## src/rtl/leaf_out_arbiter.sv

```systemverilog
// leaf_out_arbiter: round-robin scheduler that shares one BFT packet output
// among NUM_OUT_PORTS user streams. Each port has destination config, a
// destination address counter and a credit counter. Only ports with credit
// are granted.
module leaf_out_arbiter #(
    parameter int unsigned PACKET_BITS           = 49,
    parameter int unsigned PAYLOAD_BITS          = 32,
    parameter int unsigned NUM_LEAF_BITS         = 5,
    parameter int unsigned NUM_PORT_BITS         = 4,
    parameter int unsigned NUM_ADDR_BITS         = 7,
    parameter int unsigned NUM_OUT_PORTS         = 7,
    parameter int unsigned FREESPACE_UPDATE_SIZE = 64
) (
    input  logic                                  clk,
    input  logic                                  reset_n,
    input  logic [NUM_OUT_PORTS*PAYLOAD_BITS-1:0] din,
    input  logic [NUM_OUT_PORTS-1:0]              vld_in,
    output logic [NUM_OUT_PORTS-1:0]              ack_out,
    input  logic                                  cfg_we,
    input  logic [NUM_PORT_BITS-1:0]              cfg_idx,
    input  logic                                  cfg_en,
    input  logic [NUM_LEAF_BITS-1:0]              cfg_leaf,
    input  logic [NUM_PORT_BITS-1:0]              cfg_port,
    input  logic                                  credit_vld,
    input  logic [NUM_PORT_BITS-1:0]              credit_idx,
    input  logic                                  out_stall,
    output logic [PACKET_BITS-1:0]                dout
);

    localparam int unsigned CW = NUM_ADDR_BITS + 1;
    // One extra bit of headroom so credit + return cannot wrap before clamping.
    localparam logic [CW:0] CREDIT_MAX = (CW+1)'(2**NUM_ADDR_BITS);
    localparam logic [CW:0] CREDIT_ADD = (CW+1)'(FREESPACE_UPDATE_SIZE);

    logic                     en_q     [NUM_OUT_PORTS];
    logic [NUM_LEAF_BITS-1:0] leaf_q   [NUM_OUT_PORTS];
    logic [NUM_PORT_BITS-1:0] port_q   [NUM_OUT_PORTS];
    logic [CW-1:0]            credit_q [NUM_OUT_PORTS];
    logic [NUM_ADDR_BITS-1:0] addr_q   [NUM_OUT_PORTS];
    logic [CW-1:0]            credit_d [NUM_OUT_PORTS];
    logic [NUM_PORT_BITS-1:0] rr_q;

    logic [NUM_OUT_PORTS-1:0] elig;
    logic                     gnt_vld;
    logic [NUM_PORT_BITS-1:0] gnt_idx;
    logic [PACKET_BITS-1:0]   packet;

    // Per-port eligibility: enabled, valid, holding credit, output not stalled.
    always_comb begin
        elig = '0;
        for (int unsigned i = 0; i < NUM_OUT_PORTS; i++) begin
            elig[i] = en_q[i] & vld_in[i] & (credit_q[i] != '0) & ~out_stall;
        end
    end

    // Round-robin search starting at rr, wrapping at NUM_OUT_PORTS-1.
    always_comb begin
        int unsigned idx;
        idx     = 0;
        gnt_vld = 1'b0;
        gnt_idx = '0;
        for (int unsigned k = 0; k < NUM_OUT_PORTS; k++) begin
            idx = 32'(rr_q) + k;
            if (idx >= NUM_OUT_PORTS) idx = idx - NUM_OUT_PORTS;
            if (!gnt_vld && elig[idx]) begin
                gnt_vld = 1'b1;
                gnt_idx = NUM_PORT_BITS'(idx);
            end
        end
        ack_out = gnt_vld ? (NUM_OUT_PORTS'(1) << gnt_idx) : '0;
    end

    // Packet assembled from the granted port's current header, address and word.
    always_comb begin
        packet = '0;
        for (int unsigned i = 0; i < NUM_OUT_PORTS; i++) begin
            if (gnt_idx == NUM_PORT_BITS'(i)) begin
                packet = {1'b1, leaf_q[i], port_q[i], addr_q[i],
                          din[i*PAYLOAD_BITS +: PAYLOAD_BITS]};
            end
        end
    end

    // Next credit: add return, subtract grant, then clamp to the maximum.
    always_comb begin
        logic [CW:0] sum;
        sum = '0;
        for (int unsigned i = 0; i < NUM_OUT_PORTS; i++) begin
            sum = {1'b0, credit_q[i]};
            if (credit_vld && (32'(credit_idx) == i)) sum = sum + CREDIT_ADD;
            if (ack_out[i]) sum = sum - 1'b1;
            credit_d[i] = (sum > CREDIT_MAX) ? CREDIT_MAX[CW-1:0] : sum[CW-1:0];
        end
    end

    // Output register and round-robin pointer; both frozen while stalled.
    always_ff @(posedge clk or negedge reset_n) begin
        if (!reset_n) begin
            dout <= '0;
            rr_q <= '0;
        end else if (!out_stall) begin
            if (gnt_vld) begin
                dout <= packet;
                rr_q <= (32'(gnt_idx) == NUM_OUT_PORTS - 1) ? '0 : gnt_idx + 1'b1;
            end else begin
                dout <= '0;
            end
        end
    end

    // Per-port config, credit and address state.
    always_ff @(posedge clk or negedge reset_n) begin
        if (!reset_n) begin
            for (int unsigned i = 0; i < NUM_OUT_PORTS; i++) begin
                en_q[i]     <= 1'b0;
                leaf_q[i]   <= '0;
                port_q[i]   <= '0;
                credit_q[i] <= CREDIT_MAX[CW-1:0];
                addr_q[i]   <= '0;
            end
        end else begin
            for (int unsigned i = 0; i < NUM_OUT_PORTS; i++) begin
                credit_q[i] <= credit_d[i];
                if (ack_out[i]) addr_q[i] <= addr_q[i] + 1'b1;
                if (cfg_we && (32'(cfg_idx) == i)) begin
                    en_q[i]   <= cfg_en;
                    leaf_q[i] <= cfg_leaf;
                    port_q[i] <= cfg_port;
                end
            end
        end
    end

endmodule

```

## config.mk

```make
export PLATFORM = sky130hd
export DESIGN_NAME = leaf_out_arbiter
export DESIGN_NICKNAME = d
export VERILOG_FILES = /design/src/rtl/leaf_out_arbiter.sv
export SDC_FILE = /design/constraint.sdc
export NUM_CORES = 1
export LEC_CHECK = 0
export ABC_CLOCK_PERIOD_IN_PS = 5700
export CELL_PAD_IN_SITES_DETAIL_PLACEMENT = 0
export CELL_PAD_IN_SITES_GLOBAL_PLACEMENT = 1
export CORE_MARGIN = 4
export CORE_UTILIZATION = 36
export DETAILED_ROUTE_END_ITERATION = 6
export PLACE_DENSITY = 0.83
export SYNTH_ARGS = -nofsm -noshare
export SYNTH_HDL_FRONTEND = slang
export SYNTH_SLANG_ARGS = --single-unit
```

## constraint.sdc

```tcl
create_clock -name clk -period 5.7 [get_ports clk]
set_clock_uncertainty 0.05 [all_clocks]
set_input_delay 1.14 -clock clk [delete_from_list [all_inputs] [get_ports clk]]
set_output_delay 1.14 -clock clk [all_outputs]
set_load 0.05 [all_outputs]
```

==> impl_metrics.toml <==
[status]
outcome = "complete, but fails checks"
failing_checks = "negative setup slack"

[logic_synthesis]
ys_seq_elements = 228
synth.yosys.seq_area_share_pct = 36.4
syn-instance-count = 1719
synth-warning-count = 0
post_synth_edffs = 0
synth_flop_cell = "sky130_fd_sc_hd__dfrtp_1"
ys_async_rst_share_pct = 100
syn_area_per_cell_sq_um = 9.13
yosys.cell_types.count = 90
synth.cell_area_sq_um = 15700
synth.net_count = 2017

[setup_path]
cp.required_ps = 4510
critical_path_arrival_ps = 4600
crit_start = "out_stall"
critPathLaunchType = "input pin"
reg2reg_to = "credit_q[33]"
cp-endpoint = "ack_out[5]"
timing.critical_path.fanout_max = 8
rr_startpoint = "rr_q[3]"
r2r_setup_slack_ps = 520
setup.worst_path.class = "input pin to primary output"
r2r.worst_path.cells = 22
endpoint_kind = "primary output"

[clocking]
clk_root_buffer_cell = "sky130_fd_sc_hd__clkbuf_16"
worstSkewPairLatency_ps = 560
clk_pin_slew_worst_paths_ps = 50
cts_tree = "built"
numCtsBuffers = 27
cts.htree.levels = 1
holdBufCountCts = 0
count_of_clock_tree_sinks = 228
clk_path_buf_depth = 3

[detailed_routing]
routed_wirelength_um = 55600
drt-pass1-iter-count = 6
avgRoutedWirePerCell_um = 20.1
vias_per_cell = 5.50
dr.first_iter.drc_count = 1181
drt.antenna.violating_nets = 0
via_count = 15200
drc = 0

[sta]
timing.final.setup_violations = 5
worst_slew_margin_rel_pct = 24.8
final-hold-violation-count = 0
finalCritPeriodShare_pct = 102
fmaxAchievable_mhz = 173
worst_slew_pin_slew_ps = 1120
timing.final.max_slew_violations = 0
grt_setup_unrepaired = "yes"
final.min_clock_period_ps = 5790
timing.final.ws_setup_ps = -90.9

[final_layout]
area.sequential_sq_um = 5720
instances_no_fill = 2765
nFillCells = 3939
post_route_cells_drive_above_1_share_pct = 23.1
multi_input_comb_area_sq_um = 10000
final_nets = 2457
layout-area-overhead-vs-synth_pct = 42.9
final_common_cell = "sky130_fd_sc_hd__clkdlybuf4s50_1"
most-common-layout-cells = "sky130_fd_sc_hd__clkdlybuf4s50_1 (298), sky130_fd_sc_hd__dfrtp_1 (219), sky130_fd_sc_hd__buf_4 (183)"

[grt]
globalRouteTotalUtil_pct = 22.6
grt_pass1_wl_um = 86600
first_global_vias = 15400
initial_antenna_violation_count = 1
grt_max_degree = 116
overflow = 0

[floorplan]
die-height_um = 217
fp.dieArea_sq_um = 47000
core_footprint_sq_um = 43100
boundaryPins = 310
die-width_um = 217
row_count = 76
initial_utilization_pct = 36.4

[placement]
hpwlAfterDp_um = 40100
placed_cells_incl_taps = 2669
gpl.final_weighted_congestion = 0.937
port_buffers = 309

[job]
maxCapViolCount = 0

[hold_path]
hold_path_class = "flip-flop to flip-flop"
## synthesized netlist by cell type, drive strengths merged, types with 46 or more instances
library cell | instances | area, sq um
a211oi | 53 | 403
a21oi | 159 | 800
clkbuf | 70 | 263
dfrtp | 221 | 5530
inv | 49 | 184
mux2 | 118 | 1330
mux2i | 75 | 751
nand2 | 157 | 589
nor2 | 131 | 494
o21ai | 72 | 360
o31ai | 46 | 345
xnor2 | 84 | 736
## stage by stage
stage | util, % | worst slack (ps) | hold slack (ps) | setup TNS (ps) | area [sq um]
finish | 52.1 | -90.9 | 411 | -175 | 22400
CTS | 51.0 | -25.4 | 414 | -25.4 | 22000
detailed placement | 47.6 | -416 | 403 | -18360 | 20500
global route | 52.1 | -159 | 432 | -907 | 22400
floorplan | - | 50.0 | 386 | 0 | 15700
global placement | 47.6 | -465 | 403 | -24980 | 20500
## what timing repair did
item / in CTS / in global routing
pin swaps: 28 / 27
setup buffers: 30 / 16
gates resized for setup: 75 / 71
setup endpoints to repair: 7 / 7
hold endpoints to repair: 0 / 0
## kinds of logic after synthesis
family / synth area share, %
AOI/OAI and AO/OA: 19.8
xor gates and xnor gates: 6.81
adders and majority gates: 3.51
buffers and inverters: 3.96
DFF: 36.4
muxes: 13.7
and+or+nand+nor: 15.8
## critical path: stages
cell and delay [ps]:
sky130_fd_sc_hd__buf_2 110, sky130_fd_sc_hd__buf_4 160, sky130_fd_sc_hd__nand3b_1 310, sky130_fd_sc_hd__buf_4 230, sky130_fd_sc_hd__a41o_4 270, sky130_fd_sc_hd__a21oi_2 140
sky130_fd_sc_hd__a211oi_2 70, sky130_fd_sc_hd__o32a_1 380, sky130_fd_sc_hd__buf_6 150, sky130_fd_sc_hd__nor4b_4 130, sky130_fd_sc_hd__buf_4 140, sky130_fd_sc_hd__and4_4 180
sky130_fd_sc_hd__buf_4 150, sky130_fd_sc_hd__a2bb2oi_4 160, sky130_fd_sc_hd__buf_6 130, sky130_fd_sc_hd__nor4_4 390, sky130_fd_sc_hd__buf_4 200, sky130_fd_sc_hd__buf_12 130
## sequential cells by signal, indices dropped and copies added, names as in the netlist
register	count
addr_q	49
credit_q	56
dout	49
en_q	7
leaf_q	35
port_q	28
rr_q	4
## cell type report
type | count | share of cell area [%]
Timing Repair Buffer | 516 | 21.7
Clock inverter | 10 | 0.541
Multi-Input combinational cell | 1337 | 44.6
Sequential cell | 228 | 25.5
Inverter | 49 | 0.859
Tap cell | 585 | 3.26
Antenna cell | 1 | 0.0112
Clock buffer | 39 | 3.53
## metal layers
metal | vias up | global-route usage, % | wire, um
li1 | 7206 | - | -
met1 | 7529 | 31.2 | 24800
met2 | 409 | 37.6 | 26700
met3 | 60 | 3.63 | 3140
met4 | 0 | 4.95 | 948
met5 | - | 0 | 0
## how the worst min path moves through the flow
stage / startpoint / endpoint / slack [ps] / cells past startpoint
6_report: addr_q[41] / addr_q[41] / 410 / 1
5_1_grt: addr_q[48] / addr_q[48] / 430 / 1
4_1_cts: addr_q[41] / addr_q[41] / 410 / 1
3_5_place_dp: addr_q[41] / addr_q[41] / 400 / 1
3_3_place_gp: addr_q[48] / addr_q[48] / 400 / 1
2_1_floorplan: addr_q[48] / addr_q[48] / 390 / 1
Power is left out: the tool's default activity adds up to more than one toggle a clock period on the data nets, which glitch-free logic cannot reach.
